**config.mk**
```make
export PLATFORM = sky130hd
export DESIGN_NAME = ext_intr_aggregator
export DESIGN_NICKNAME = d
export VERILOG_FILES = /design/src/rtl/ext_intr_aggregator.sv
export SDC_FILE = /design/constraint.sdc
export NUM_CORES = 1
export LEC_CHECK = 0
export BUFFER_PORTS_ARGS = -buffer_cell sky130_fd_sc_hd__buf_2
export CAP_MARGIN = 20
export CORE_MARGIN = 1
export CORE_UTILIZATION = 45
export DETAILED_ROUTE_END_ITERATION = 10
export GPL_TIMING_DRIVEN = 0
export PLACE_DENSITY = 0.86
export SETUP_SLACK_MARGIN = 0.02
export SLEW_MARGIN = 10
export SYNTH_ARGS = -nofsm -noshare
export SYNTH_HDL_FRONTEND = slang
export SYNTH_SLANG_ARGS = --single-unit
```
**constraint.sdc**
```tcl
create_clock -name clk_i -period 4.2 [get_ports clk_i]
set_input_delay 0.63 -clock clk_i [delete_from_list [all_inputs] [get_ports clk_i]]
set_output_delay 0.63 -clock clk_i [all_outputs]
set_load 0.05 [all_outputs]
```
**src/rtl/ext_intr_aggregator.sv**
```systemverilog
// External interrupt aggregator: synchronises raw sources, latches them as
// pending per line and drives a slice of the external interrupt vector.

package ext_intr_aggregator_pkg;

  typedef struct packed {
    logic [31:0] addr;
    logic        write;
    logic [31:0] wdata;
    logic [3:0]  wstrb;
    logic        valid;
  } reg_req_t;

  typedef struct packed {
    logic [31:0] rdata;
    logic        error;
    logic        ready;
  } reg_rsp_t;

endpackage

module ext_intr_aggregator
  import ext_intr_aggregator_pkg::*;
#(
  parameter int unsigned      N_SRC        = 4,
  parameter int unsigned      NEXT_INT     = 64,
  parameter int unsigned      INT_OFFSET   = 2,
  parameter int unsigned      SYNC_STAGES  = 2,
  parameter logic [N_SRC-1:0] RESET_ENABLE = '0
) (
  input  logic                clk_i,
  input  logic                rst_i,
  input  logic [N_SRC-1:0]    src_i,
  input  reg_req_t            reg_req_i,
  output reg_rsp_t            reg_rsp_o,
  output logic [NEXT_INT-1:0] intr_o,
  output logic                irq_any_o
);

  localparam int unsigned WW = SYNC_STAGES + 1;

  if (INT_OFFSET + N_SRC > NEXT_INT) begin : g_bad_cfg
    $error("INT_OFFSET+N_SRC exceeds NEXT_INT");
  end

  logic [N_SRC-1:0]    r_pend;
  logic [N_SRC-1:0]    r_en;
  logic [N_SRC-1:0]    r_mode;
  logic [N_SRC-1:0]    r_pol;
  logic [N_SRC-1:0]    r_hist;
  logic                r_cfg_wr;
  logic [WW-1:0]       r_warm;
  logic [NEXT_INT-1:0] r_intr;
  logic                r_any;

  logic [N_SRC-1:0]    w_sync;
  logic [N_SRC-1:0]    w_act;
  logic [N_SRC-1:0]    w_rise;
  logic [N_SRC-1:0]    w_set;
  logic [N_SRC-1:0]    w_clr;
  logic [N_SRC-1:0]    w_swset;
  logic [N_SRC-1:0]    w_pend_nxt;
  logic [N_SRC-1:0]    w_wmask;
  logic [N_SRC-1:0]    w_wd;
  logic [N_SRC-1:0]    w_rd;
  logic [NEXT_INT-1:0] w_intr_nxt;
  logic [2:0]          w_idx;
  logic                w_hit;
  logic                w_wr;
  logic                w_we_pend;
  logic                w_we_en;
  logic                w_we_mode;
  logic                w_we_pol;
  logic                w_we_sw;
  logic                w_unused;

  if (SYNC_STAGES == 0) begin : g_nosync
    assign w_sync = src_i;
  end else begin : g_sync
    logic [N_SRC-1:0] r_sync [SYNC_STAGES];
    always_ff @(posedge clk_i or posedge rst_i) begin
      if (rst_i) begin
        for (int k = 0; k < SYNC_STAGES; k++) r_sync[k] <= '0;
      end else begin
        r_sync[0] <= src_i;
        for (int k = 1; k < SYNC_STAGES; k++) r_sync[k] <= r_sync[k-1];
      end
    end
    assign w_sync = r_sync[SYNC_STAGES-1];
  end

  assign w_hit = reg_req_i.valid
               && (reg_req_i.addr < 32'h18)
               && (reg_req_i.addr[1:0] == 2'b00);
  assign w_idx = reg_req_i.addr[4:2];
  assign w_wr  = w_hit && reg_req_i.write;
  assign w_wd  = reg_req_i.wdata[N_SRC-1:0];

  always_comb begin
    w_wmask = '0;
    for (int i = 0; i < N_SRC; i++) w_wmask[i] = reg_req_i.wstrb[i/8];
  end

  assign w_we_pend = w_wr && (w_idx == 3'd0);
  assign w_we_en   = w_wr && (w_idx == 3'd1);
  assign w_we_mode = w_wr && (w_idx == 3'd2);
  assign w_we_pol  = w_wr && (w_idx == 3'd3);
  assign w_we_sw   = w_wr && (w_idx == 3'd5);

  assign w_clr   = w_we_pend ? (w_wd & w_wmask) : '0;
  assign w_swset = w_we_sw   ? (w_wd & w_wmask) : '0;

  // Edges are ignored until the sync pipe has refilled after reset and for
  // the one cycle after a MODE/POLARITY write while hist catches up.
  assign w_act  = w_sync ^ r_pol;
  assign w_rise = w_act & ~r_hist
                & {N_SRC{r_warm[WW-1] & ~r_cfg_wr}};
  assign w_set  = (r_mode & w_rise) | (~r_mode & w_act) | w_swset;
  assign w_pend_nxt = w_set | (r_pend & ~w_clr);

  always_ff @(posedge clk_i or posedge rst_i) begin
    if (rst_i) begin
      r_pend   <= '0;
      r_en     <= RESET_ENABLE;
      r_mode   <= '0;
      r_pol    <= '0;
      r_hist   <= '0;
      r_cfg_wr <= 1'b0;
      r_warm   <= '0;
    end else begin
      r_pend   <= w_pend_nxt;
      r_hist   <= w_act;
      r_cfg_wr <= w_we_mode | w_we_pol;
      r_warm   <= (r_warm << 1) | WW'(1);
      if (w_we_en)
        r_en <= (r_en & ~w_wmask) | (w_wd & w_wmask);
      if (w_we_mode)
        r_mode <= (r_mode & ~w_wmask) | (w_wd & w_wmask);
      if (w_we_pol)
        r_pol <= (r_pol & ~w_wmask) | (w_wd & w_wmask);
    end
  end

  always_comb begin
    w_intr_nxt = '0;
    w_intr_nxt[INT_OFFSET +: N_SRC] = r_pend & r_en;
  end

  always_ff @(posedge clk_i or posedge rst_i) begin
    if (rst_i) begin
      r_intr <= '0;
      r_any  <= 1'b0;
    end else begin
      r_intr <= w_intr_nxt;
      r_any  <= |(r_pend & r_en);
    end
  end

  always_comb begin
    w_rd = '0;
    if (w_hit && !reg_req_i.write) begin
      unique case (w_idx)
        3'd0:    w_rd = r_pend;
        3'd1:    w_rd = r_en;
        3'd2:    w_rd = r_mode;
        3'd3:    w_rd = r_pol;
        3'd4:    w_rd = w_act;
        default: w_rd = '0;
      endcase
    end
  end

  assign reg_rsp_o.rdata = 32'(w_rd);
  assign reg_rsp_o.error = reg_req_i.valid && !w_hit;
  assign reg_rsp_o.ready = 1'b1;

  assign intr_o    = r_intr;
  assign irq_any_o = r_any;
  assign w_unused  = ^reg_req_i.wdata;

endmodule
```
# Word level (Yosys, flattened, before mapping)
# Index checks and enable logic that the tools add are counted.
# word_totals
ff_bits,37
in_bits,76
elab_cells,60
# op_classes
mux,4
reduce_logical,15
n_bitwise,24
magnitude_cmp,1
n_eq_ne,5
# ops
cell,count
bitwise AND 4 bit,10
< comparator 32 x 5 -> 1 bit (second input constant),1
bitwise OR 4 bit,6
one-hot mux 4 bit (5 select lines),1
inverter 4 bit,4
2-to-1 mux 4 bit,3
logical AND 1 bit,10
== test 3 x 2 -> 1 bit (second input constant),2
== test 3 bit (second input constant),2
OR reduction 4 bit,1
bitwise XOR 4 bit,1
== test 3 x 1 -> 1 bit (second input constant),1
zero test 3 bit,1
zero test 1 bit,2
zero test 2 bit,1
bitwise AND 1 bit,1
inverter 1 bit,1
bitwise OR 1 bit,1

# Longest topological paths before layout
# Gate-level depths: netlist (run 1).
# logic_depth
depth_word,9
ltp_mapped,5
depth_no_buf,4

# Worst setup path after synthesis (run 1)
# OpenSTA, ideal clock, no wires.
# synth_timing
kind,input -> output
startpoint,in reg_req_i[45] (netlist bit)
endpoint,out reg_rsp_o[2] (netlist bit)
required_time_ns,3.570
n_path_buf,1
slack_ns,0.909
cell_stages,5
t_arrival_ns,2.661
path_cell_list,nor4_4 -> nand4_4 -> or2_1 -> buf_2 -> nor3_1
# synth_lines
item,line_no,rtl
from (decl),34,"input reg_req_t reg_req_i,"
to (decl),35,"output reg_rsp_t reg_rsp_o,"

==> impl_metrics.yaml, run 1 <==
detailed_routing:
  ant_nets: 0
  drt_iter0_drc: 43
  drt_wl_total_um: 4840
  dr.pass1.iters: 4
  vias_per_cell: 3.93
  wire_per_inst_um: 10.9
  vias: 1746
  drc: 0
synth:
  synth_area_leaders: "dfrtp_1 (37%), buf_4 (27%), nor4_4 (7.6%), mux2_1 (5.4%), mux4_2 (2.7%)"
  yosys_register_bits: 37
  yosysWarnings: 0
  syn-instance-count: 225
  synth_top_area_share_pct: 36.8
  ys_seq_area_share_pct: 36.8
  syn_area_sq_mm: 0.00252
  synth_area_leader_cell: "dfrtp_1"
  synth.distinct_cells: 35
  syn_avg_cell_area_sq_um: 11.2
critical_path:
  cp_num_buf_inv: 3
  crit_arrival_ns: 2.48
  crit_top_cell: "buf_2"
  crit_type: "input pin to output port"
  max_stage_delay_ns: 0.36
  cp-end-kind: "output port"
  r2r-start: "r_pend[2]"
  critical_path.top_delay_family: "simple AND/OR/NAND/NOR gates"
  critical_path_required_ns: 3.57
  critPathMaxFanout: 9
  cpMaxStageDelayCell: "a2111oi_4"
  start_kind: "input pin"
  path_cells: "buf_2, nor4_4, nand4_4, or2_1, buf_2, a2111oi_4, buf_2"
  crit_path_start: "reg_req_i[45]"
clocking:
  ctsHtreeMaxLevel: 2
  cts_resized: 0
  clk_path_buf_depth: 2
  clk_pin_slew_ns: 0.07
  ctsHoldBuffers: 0
  insertion_delay_ns: 0.30
  clock-sinks: 37
  cts_tree: "done"
  root_buffer: "clkbuf_8"
  cts_setup_buffers: 0
  cts_buffers: 5
global_routing:
  grt_max_degree: 38
  overflow: 0
  grt_antenna_before_repair: 0
  grt_pass1_vias: 1607
  grt_pass1_wl_um: 7670
  grt_use_total_pct: 16.9
timing:
  fin_skew_ns: 0.00914
  rsz0062_at_grt: "no"
  fin_tns_setup_ns: 0
  setup_viol: 0
  fmax_ghz: 0.322
  fin_crit_ns: 3.11
  finalHoldViolations: 0
  fin_crit_sh_pct: 73.9
  drv_slew: 0
  tightest_slew_ns: 0.795
  relSlewSlack_pct: 46.2
final_layout:
  layout-drive-gt1-share_pct: 47.1
  syn2layout_area_growth_pct: 31.1
  n_antenna_cell: 0
  nets: 449
  fin_cells: 444
  design_area_sq_mm: 0.00330
die:
  start_util_pct: 48.1
  ioPinCount: 175
  dieHeight_um: 76.8
  num_rows: 26
  fp.coreArea_sq_mm: 0.00524
  die-area_sq_mm: 0.00590
  die_x_um: 76.8
power:
  vdd_ir_drop_max_mv: 0.202
  power.density_mw_per_mm2: 288
  p_leak_nw: 1.87
place:
  dp_cells: 436
  hpwl_um: 4020
  place_congestion: 0.862
  place_area_sq_mm: 0.00320
  port_buffers: 53
min_path:
  min_from: "g_sync.r_sync[5]"
  hold_path_class: "flip-flop to flip-flop"
run_status:
  status: "completed"
flow_run:
  cap_violations: 0
-- metal layers --
layer	share of wire (%)	track usage (%)
met1	36	18.6
met3	8.1	5.95
met2	55	30.8
met5	0	0
met4	0.79	3.65
-- cells in the mapped netlist --
library cell	instances
a211oi_2	1
nor4b_4	1
buf_4	90
mux2i_1	1
or2_4	1
nor3b_2	1
buf_2	1
o21ai_0	5
a22oi_1	3
a2111oi_4	1
nand3_1	6
dfrtp_1	37
a31o_2	1
clkbuf_2	1
or2_1	1
nor2_1	3
nand4_4	2
or4_1	1
nor4_4	9
buf_6	1
and2_1	5
inv_1	6
o31ai_1	4
nor3_1	3
conb_1	2
nand2_1	8
or4_4	1
nand2b_1	3
a21oi_1	1
nand3b_1	1
mux2_1	12
o211ai_1	4
nor4b_1	1
xor2_1	4
mux4_2	3
-- cells in the final DEF (no fill, tap or decap), types with 2 or more instances in the layout --
| cell | Yosys | routed |
|---|---|---|
| nand2b_1 | 3 | 3 |
| nand2_1 | 8 | 8 |
| dfrtp_1 | 37 | 37 |
| buf_4 | 90 | 90 |
| nand3_1 | 6 | 6 |
| and2_1 | 5 | 5 |
| a22oi_1 | 3 | 3 |
| xor2_1 | 4 | 4 |
| buf_2 | 1 | 54 |
| o31ai_1 | 4 | 4 |
| inv_1 | 6 | 5 |
| nor4_4 | 9 | 9 |
| mux2_1 | 12 | 12 |
| conb_1 | 2 | 90 |
| mux4_2 | 3 | 3 |
| nor3_1 | 3 | 3 |
| nor2_1 | 3 | 3 |
| clkbuf_8 | 0 | 7 |
| o211ai_1 | 4 | 4 |
| nand4_4 | 2 | 2 |
| o21ai_0 | 5 | 5 |
-- cell families after synthesis --
kind of cell / count (synthesis) / synth area share [%]
buffers and inverters: 99 / 28.6
and+or+nand+nor: 47 / 18.1
DFF: 37 / 36.8
AOI/OAI and AO/OA: 20 / 6.41
muxes: 16 / 8.44
xor gates and xnor gates: 4 / 1.39
other: 2 / 0.298
-- final timing paths --
path | endpoint | slack (ns) | cells past startpoint
hold / removal | w_sync[1] | 0.34 | 0
max in group asynchronous | r_hist[0] | 3.27 | 2
setup reg to reg | irq_any_o | 2.99 | 2
hold reg to reg | w_sync[1] | 0.34 | 0
setup / recovery | reg_rsp_o[4] | 1.09 | 7
min in group asynchronous | r_pend[0] | 0.46 | 2
-- metrics by stage --
stage	utilization [%]	hold WS, ns	power, mW	worst slack [ns]
2_1_floorplan	-	0.331	0.644	0.909
3_3_place_gp	61.1	0.334	0.680	1.13
3_5_place_dp	61.1	0.335	0.683	1.09
4_1_cts	63.1	0.343	0.956	1.09
5_1_grt	63.1	0.357	0.992	1.04
6_report	63.1	0.339	0.952	1.09
-- where the power goes --
group / total [mW] / switching (mW) / internal, mW
Sequential: 0.366 / 0.00239 / 0.363
Clock: 0.272 / 0.124 / 0.148
Combinational: 0.314 / 0.228 / 0.0862
-- area by class of cell --
type,count,area (sq um)
Buffer,93,697
Inverter,6,22.5
Clock inverter,1,5.00
Tap cell,70,87.6
Clock buffer,7,96.3
Multi-Input combinational cell,177,1200
Fill cell,460,1930
Timing Repair Buffer,53,265
Sequential cell,37,926
(Power assumes the default switching activity.)
==> inputs of run 2 (changes only) <==
Settings changed: CORE_UTILIZATION 45 to 42, PLACE_DENSITY 0.86 to 0.81.
Clock period 4.2 ns to 3.1 ns, I/O delays scaled along.
==> impl_metrics.yaml, run 2 (synthesized netlist as in run 1, its figures left out) <==
timing:
  setup_viol: 0
  fin_crit_ns: 2.70
  rsz0062_at_grt: "no"
  drv_slew: 0
  fin_crit_sh_pct: 87.2
  relSlewSlack_pct: 48.6
  tightest_slew_ns: 0.761
  fin_tns_setup_ns: 0
  finalHoldViolations: 0
  fin_skew_ns: 0.00942
  fmax_ghz: 0.370
critical_path:
  critPathMaxFanout: 9
  path_cells: "buf_2, nor4b_4, nand4_4, or2_1, buf_2, a2111oi_4, buf_2"
  start_kind: "input pin"
  cpMaxStageDelayCell: "nor4b_4"
  crit_arrival_ns: 2.24
  max_stage_delay_ns: 0.32
  crit_type: "input pin to output port"
  critical_path_required_ns: 2.63
  cp-end-kind: "output port"
  crit_top_cell: "buf_2"
detailed_routing:
  ant_nets: 0
  vias: 1811
  vias_per_cell: 4.06
  drt_iter0_drc: 74
  wire_per_inst_um: 10.8
  dr.pass1.iters: 4
  drt_wl_total_um: 4830
  drc: 0
die:
  start_util_pct: 44.6
  num_rows: 27
  die_x_um: 79.4
  ioPinCount: 175
  dieHeight_um: 79.4
  fp.coreArea_sq_mm: 0.00564
  die-area_sq_mm: 0.00631
power:
  vdd_ir_drop_max_mv: 0.281
  p_leak_nw: 1.86
  power.density_mw_per_mm2: 377
  power.total_mw: 1.24
place:
  dp_cells: 438
  hpwl_um: 3980
  port_buffers: 53
  place_congestion: 0.809
global_routing:
  grt_pass1_wl_um: 7600
  overflow: 0
  grt_antenna_before_repair: 0
  grt_pass1_vias: 1693
  grt_use_total_pct: 15.9
  grt_max_degree: 38
min_path:
  hold_path_class: "input pin to flip-flop"
final_layout:
  syn2layout_area_growth_pct: 30.5
  layout-drive-gt1-share_pct: 46.8
  fin_cells: 446
  layout_common_cells: "buf_4 (90), conb_1 (90), buf_2 (54)"
  fillerInstances: 493
  nets: 449
  n_antenna_cell: 0
clocking:
  ctsHtreeMaxLevel: 2
  clk_pin_slew_ns: 0.07
  cts_buffers: 5
  clock-sinks: 37
  cts_resized: 0
  cts_setup_buffers: 0
  ctsHoldBuffers: 0
  cts_tree: "done"
  clk_path_buf_depth: 2
  insertion_delay_ns: 0.29
  root_buffer: "clkbuf_8"
flow_run:
  cap_violations: 0
run_status:
  status: "completed"
-- run 2: changes by cell type in the layout (fill, tap and decap cells not counted), sizes merged --
| cell | previous run | this run |
|---|---|---|
| clkbuf | 8 | 7 |
| clkinv | 1 | 2 |
-- run 2: metal layers --
| metal | GRT usage [%] | wire, um | vias to the layer above |
|---|---|---|---|
| met5 | 0 | 0 | - |
| met4 | 8.73 | 98 | 0 |
| met3 | 3.66 | 320 | 11 |
| met2 | 27.9 | 2720 | 73 |
| met1 | 17.5 | 1690 | 838 |
| li1 | - | - | 889 |
-- run 2: metrics by stage --
stage          hold WS [ns]  instance area [sq um]  worst slack, ns  utilization [%]
2_1_floorplan         0.331                   2850            0.139                -
3_3_place_gp          0.332                   3200            0.405             56.8
3_5_place_dp          0.337                   3200            0.384             56.8
4_1_cts               0.264                   3290            0.384             58.3
5_1_grt               0.263                   3290            0.275             58.3
6_report              0.270                   3290            0.398             58.3
-- run 2: path summary, 6_finish.rpt --
path / slack (ns) / from / depth (start not counted) / end
worst max-delay path: 0.40 / reg_req_i[68] / 7 / reg_rsp_o[4]
worst max register to register: 1.88 / flip-flop / 2 / irq_any_o
max in group asynchronous: 2.32 / rst_i / 2 / r_warm[2]
worst min-delay path: 0.27 / src_i[3] / 1 / g_sync.r_sync[7]
min in group asynchronous: 0.30 / rst_i / 2 / r_warm[1]
worst min register to register: 0.34 / r_warm[0] / 0 / r_warm[1]
-- run 2: cell type report --
type	instances	area, sq um	area share, %
timing repair buffer	53	265	8.07
inverter	6	22.5	0.685
clock inverter	2	10.0	0.305
sequential	37	926	28.2
clock buffer	6	72.6	2.21
buffer	93	697	21.2
tap	72	90.1	2.74
multi-input combinational	177	1200	36.6
-- run 2: power breakdown --
group,switching [mW],internal (mW),total [mW]
sequential,0.00311,0.492,0.496
combinational,0.309,0.117,0.426
clock,0.162,0.156,0.318
-- run 2: worst max-delay path, delay by kind of cell --
kind | cells | cell delay, ns
AOI/OAI and AO/OA | 1 | 0.31
buffers and inverters | 3 | 0.58
and+or+nand+nor | 3 | 0.87
==> inputs of run 3 (changes only) <==
--- a/config.mk
+++ b/config.mk
@@ -14,4 +14,5 @@
 export PLACE_DENSITY = 0.81
 export SETUP_SLACK_MARGIN = 0.02
+export SKIP_LAST_GASP = 1
 export SLEW_MARGIN = 10
 export SYNTH_ARGS = -nofsm -noshare
==> constraint.sdc (replaced) <==
create_clock -name clk_i -period 3.1 [get_ports clk_i]
set_input_delay 0.155 -clock clk_i [delete_from_list [all_inputs] [get_ports clk_i]]
set_output_delay 0.155 -clock clk_i [all_outputs]
set_load 0.05 [all_outputs]
==> impl_metrics.yaml, run 3 (synthesized netlist as in run 1, its figures left out) <==
timing:
  relSlewSlack_pct: 49.7
  final.setup.worst_slack_ns: 1.02
  fin_crit_ns: 2.08
  setup_viol: 0
  drv_slew: 0
  fin_crit_sh_pct: 67.2
  fin_hold_ws_ns: -0.00759
  rsz0062_at_grt: "no"
  finalHoldViolations: 24
  tightest_slew_ns: 0.744
  fmax_ghz: 0.480
  fin_skew_ns: 0.00943
  fin_tns_setup_ns: 0
detailed_routing:
  vias_per_cell: 4.05
  vias: 1821
  wire_per_inst_um: 10.9
  drc: 0
  drt_iter0_drc: 84
  ant_nets: 0
  dr.pass1.iters: 4
  drt_wl_total_um: 4900
global_routing:
  grt_pass1_wl_um: 7710
  grt_use_total_pct: 16.1
  grt_antenna_before_repair: 0
  grt_max_degree: 38
  overflow: 0
  grt_pass1_vias: 1733
run_status:
  status: "finished, violations left"
  violations: "negative hold slack"
place:
  post-place-ws_ns: 1.00
  hpwl_um: 3980
  place_congestion: 0.809
  place_area_sq_mm: 0.00320
  port_buffers: 53
critical_path:
  path_cells: "buf_2, nor4b_4, nand4_4, or2_1, buf_2, a2111oi_4, buf_2"
  critical_path_required_ns: 2.94
  crit_top_cell: "buf_2"
  critPathMaxFanout: 9
  crit_type: "input pin to output port"
  cp_num_buf_inv: 3
  cpMaxStageDelayCell: "nor4b_4"
  start_kind: "input pin"
  crit_arrival_ns: 1.93
  critical_path.top_delay_family: "simple AND/OR/NAND/NOR gates"
  cp-end-kind: "output port"
  max_stage_delay_ns: 0.32
die:
  start_util_pct: 44.6
  die_x_um: 79.4
  dieHeight_um: 79.4
  num_rows: 27
  die-area_sq_mm: 0.00631
  ioPinCount: 175
  fp.coreArea_sq_mm: 0.00564
final_layout:
  syn2layout_area_growth_pct: 32.1
  utilization_pct: 59.0
  layout_common_cells: "buf_4 (90), conb_1 (90), buf_2 (54)"
  design_area_sq_mm: 0.00333
  layout-drive-gt1-share_pct: 46.3
  nets: 453
  n_antenna_cell: 0
min_path:
  hold_path_class: "input pin to asynchronous set/reset pin"
clocking:
  cts_setup_buffers: 0
  clk_path_buf_depth: 2
  cts_resized: 0
  insertion_delay_ns: 0.29
  cts_tree: "done"
  clock-sinks: 37
  root_buffer: "clkbuf_8"
  clk_pin_slew_ns: 0.07
  ctsHtreeMaxLevel: 2
  cts_buffers: 5
  ctsHoldBuffers: 4
power:
  p_leak_nw: 1.87
  power.density_mw_per_mm2: 374
  power.total_mw: 1.24
  vdd_ir_drop_max_mv: 0.283
flow_run:
  cap_violations: 0
run 3: path summary, 6_finish.rpt:
kind / startpoint / to / slack (ns) / cells past startpoint
worst max-delay path: reg_req_i[68] / reg_rsp_o[4] / 1.02 / 7
worst min-delay path: rst_i / r_warm[1] / -0.008 / 2
worst max register to register: flip-flop / irq_any_o / 1.88 / 2
worst min register to register: r_warm[0] / r_warm[1] / 0.34 / 0
max in group asynchronous: rst_i / asynchronous set/reset pin / 2.63 / 2
min in group clk_i: reg_req_i[6] / flip-flop / 0.15 / 2
run 3: per-layer routing:
layer  track usage (%)  vias up  share of wire [%]  wire length, um
li1                  -      894                  -                -
met1              17.5      838                 35             1710
met5                 0        -                  0                0
met2              28.6       77                 57             2770
met3              3.66       12                6.6              322
met4              8.73        0                1.9               95
run 3: stage by stage:
step           std cells  hold slack (ns)
2_1_floorplan        313            0.186
3_3_place_gp         438            0.262
3_5_place_dp         438            0.264
4_1_cts              450           0.0144
5_1_grt              450           0.0541
6_report             450         -0.00759
run 3: power breakdown:
part	leakage, nW	internal [mW]	switching (mW)
Clock	0.0450	0.156	0.162
Combinational	1.37	0.120	0.310
Sequential	0.461	0.492	0.00315
run 3: worst reg2reg max path: stages (launching register included):
cell,delay [ns]
dfrtp_1,0.40
and2_1,0.20
or4_1,0.50
run 3: cell type report:
class | count | area, sq um
fill | 486 | 2310
tap | 72 | 90.1
clock inverter | 2 | 10.0
buffer | 93 | 697
sequential | 37 | 926
timing repair buffer | 57 | 305
multi-input combinational | 177 | 1200
clock buffer | 6 | 72.6
inverter | 6 | 22.5
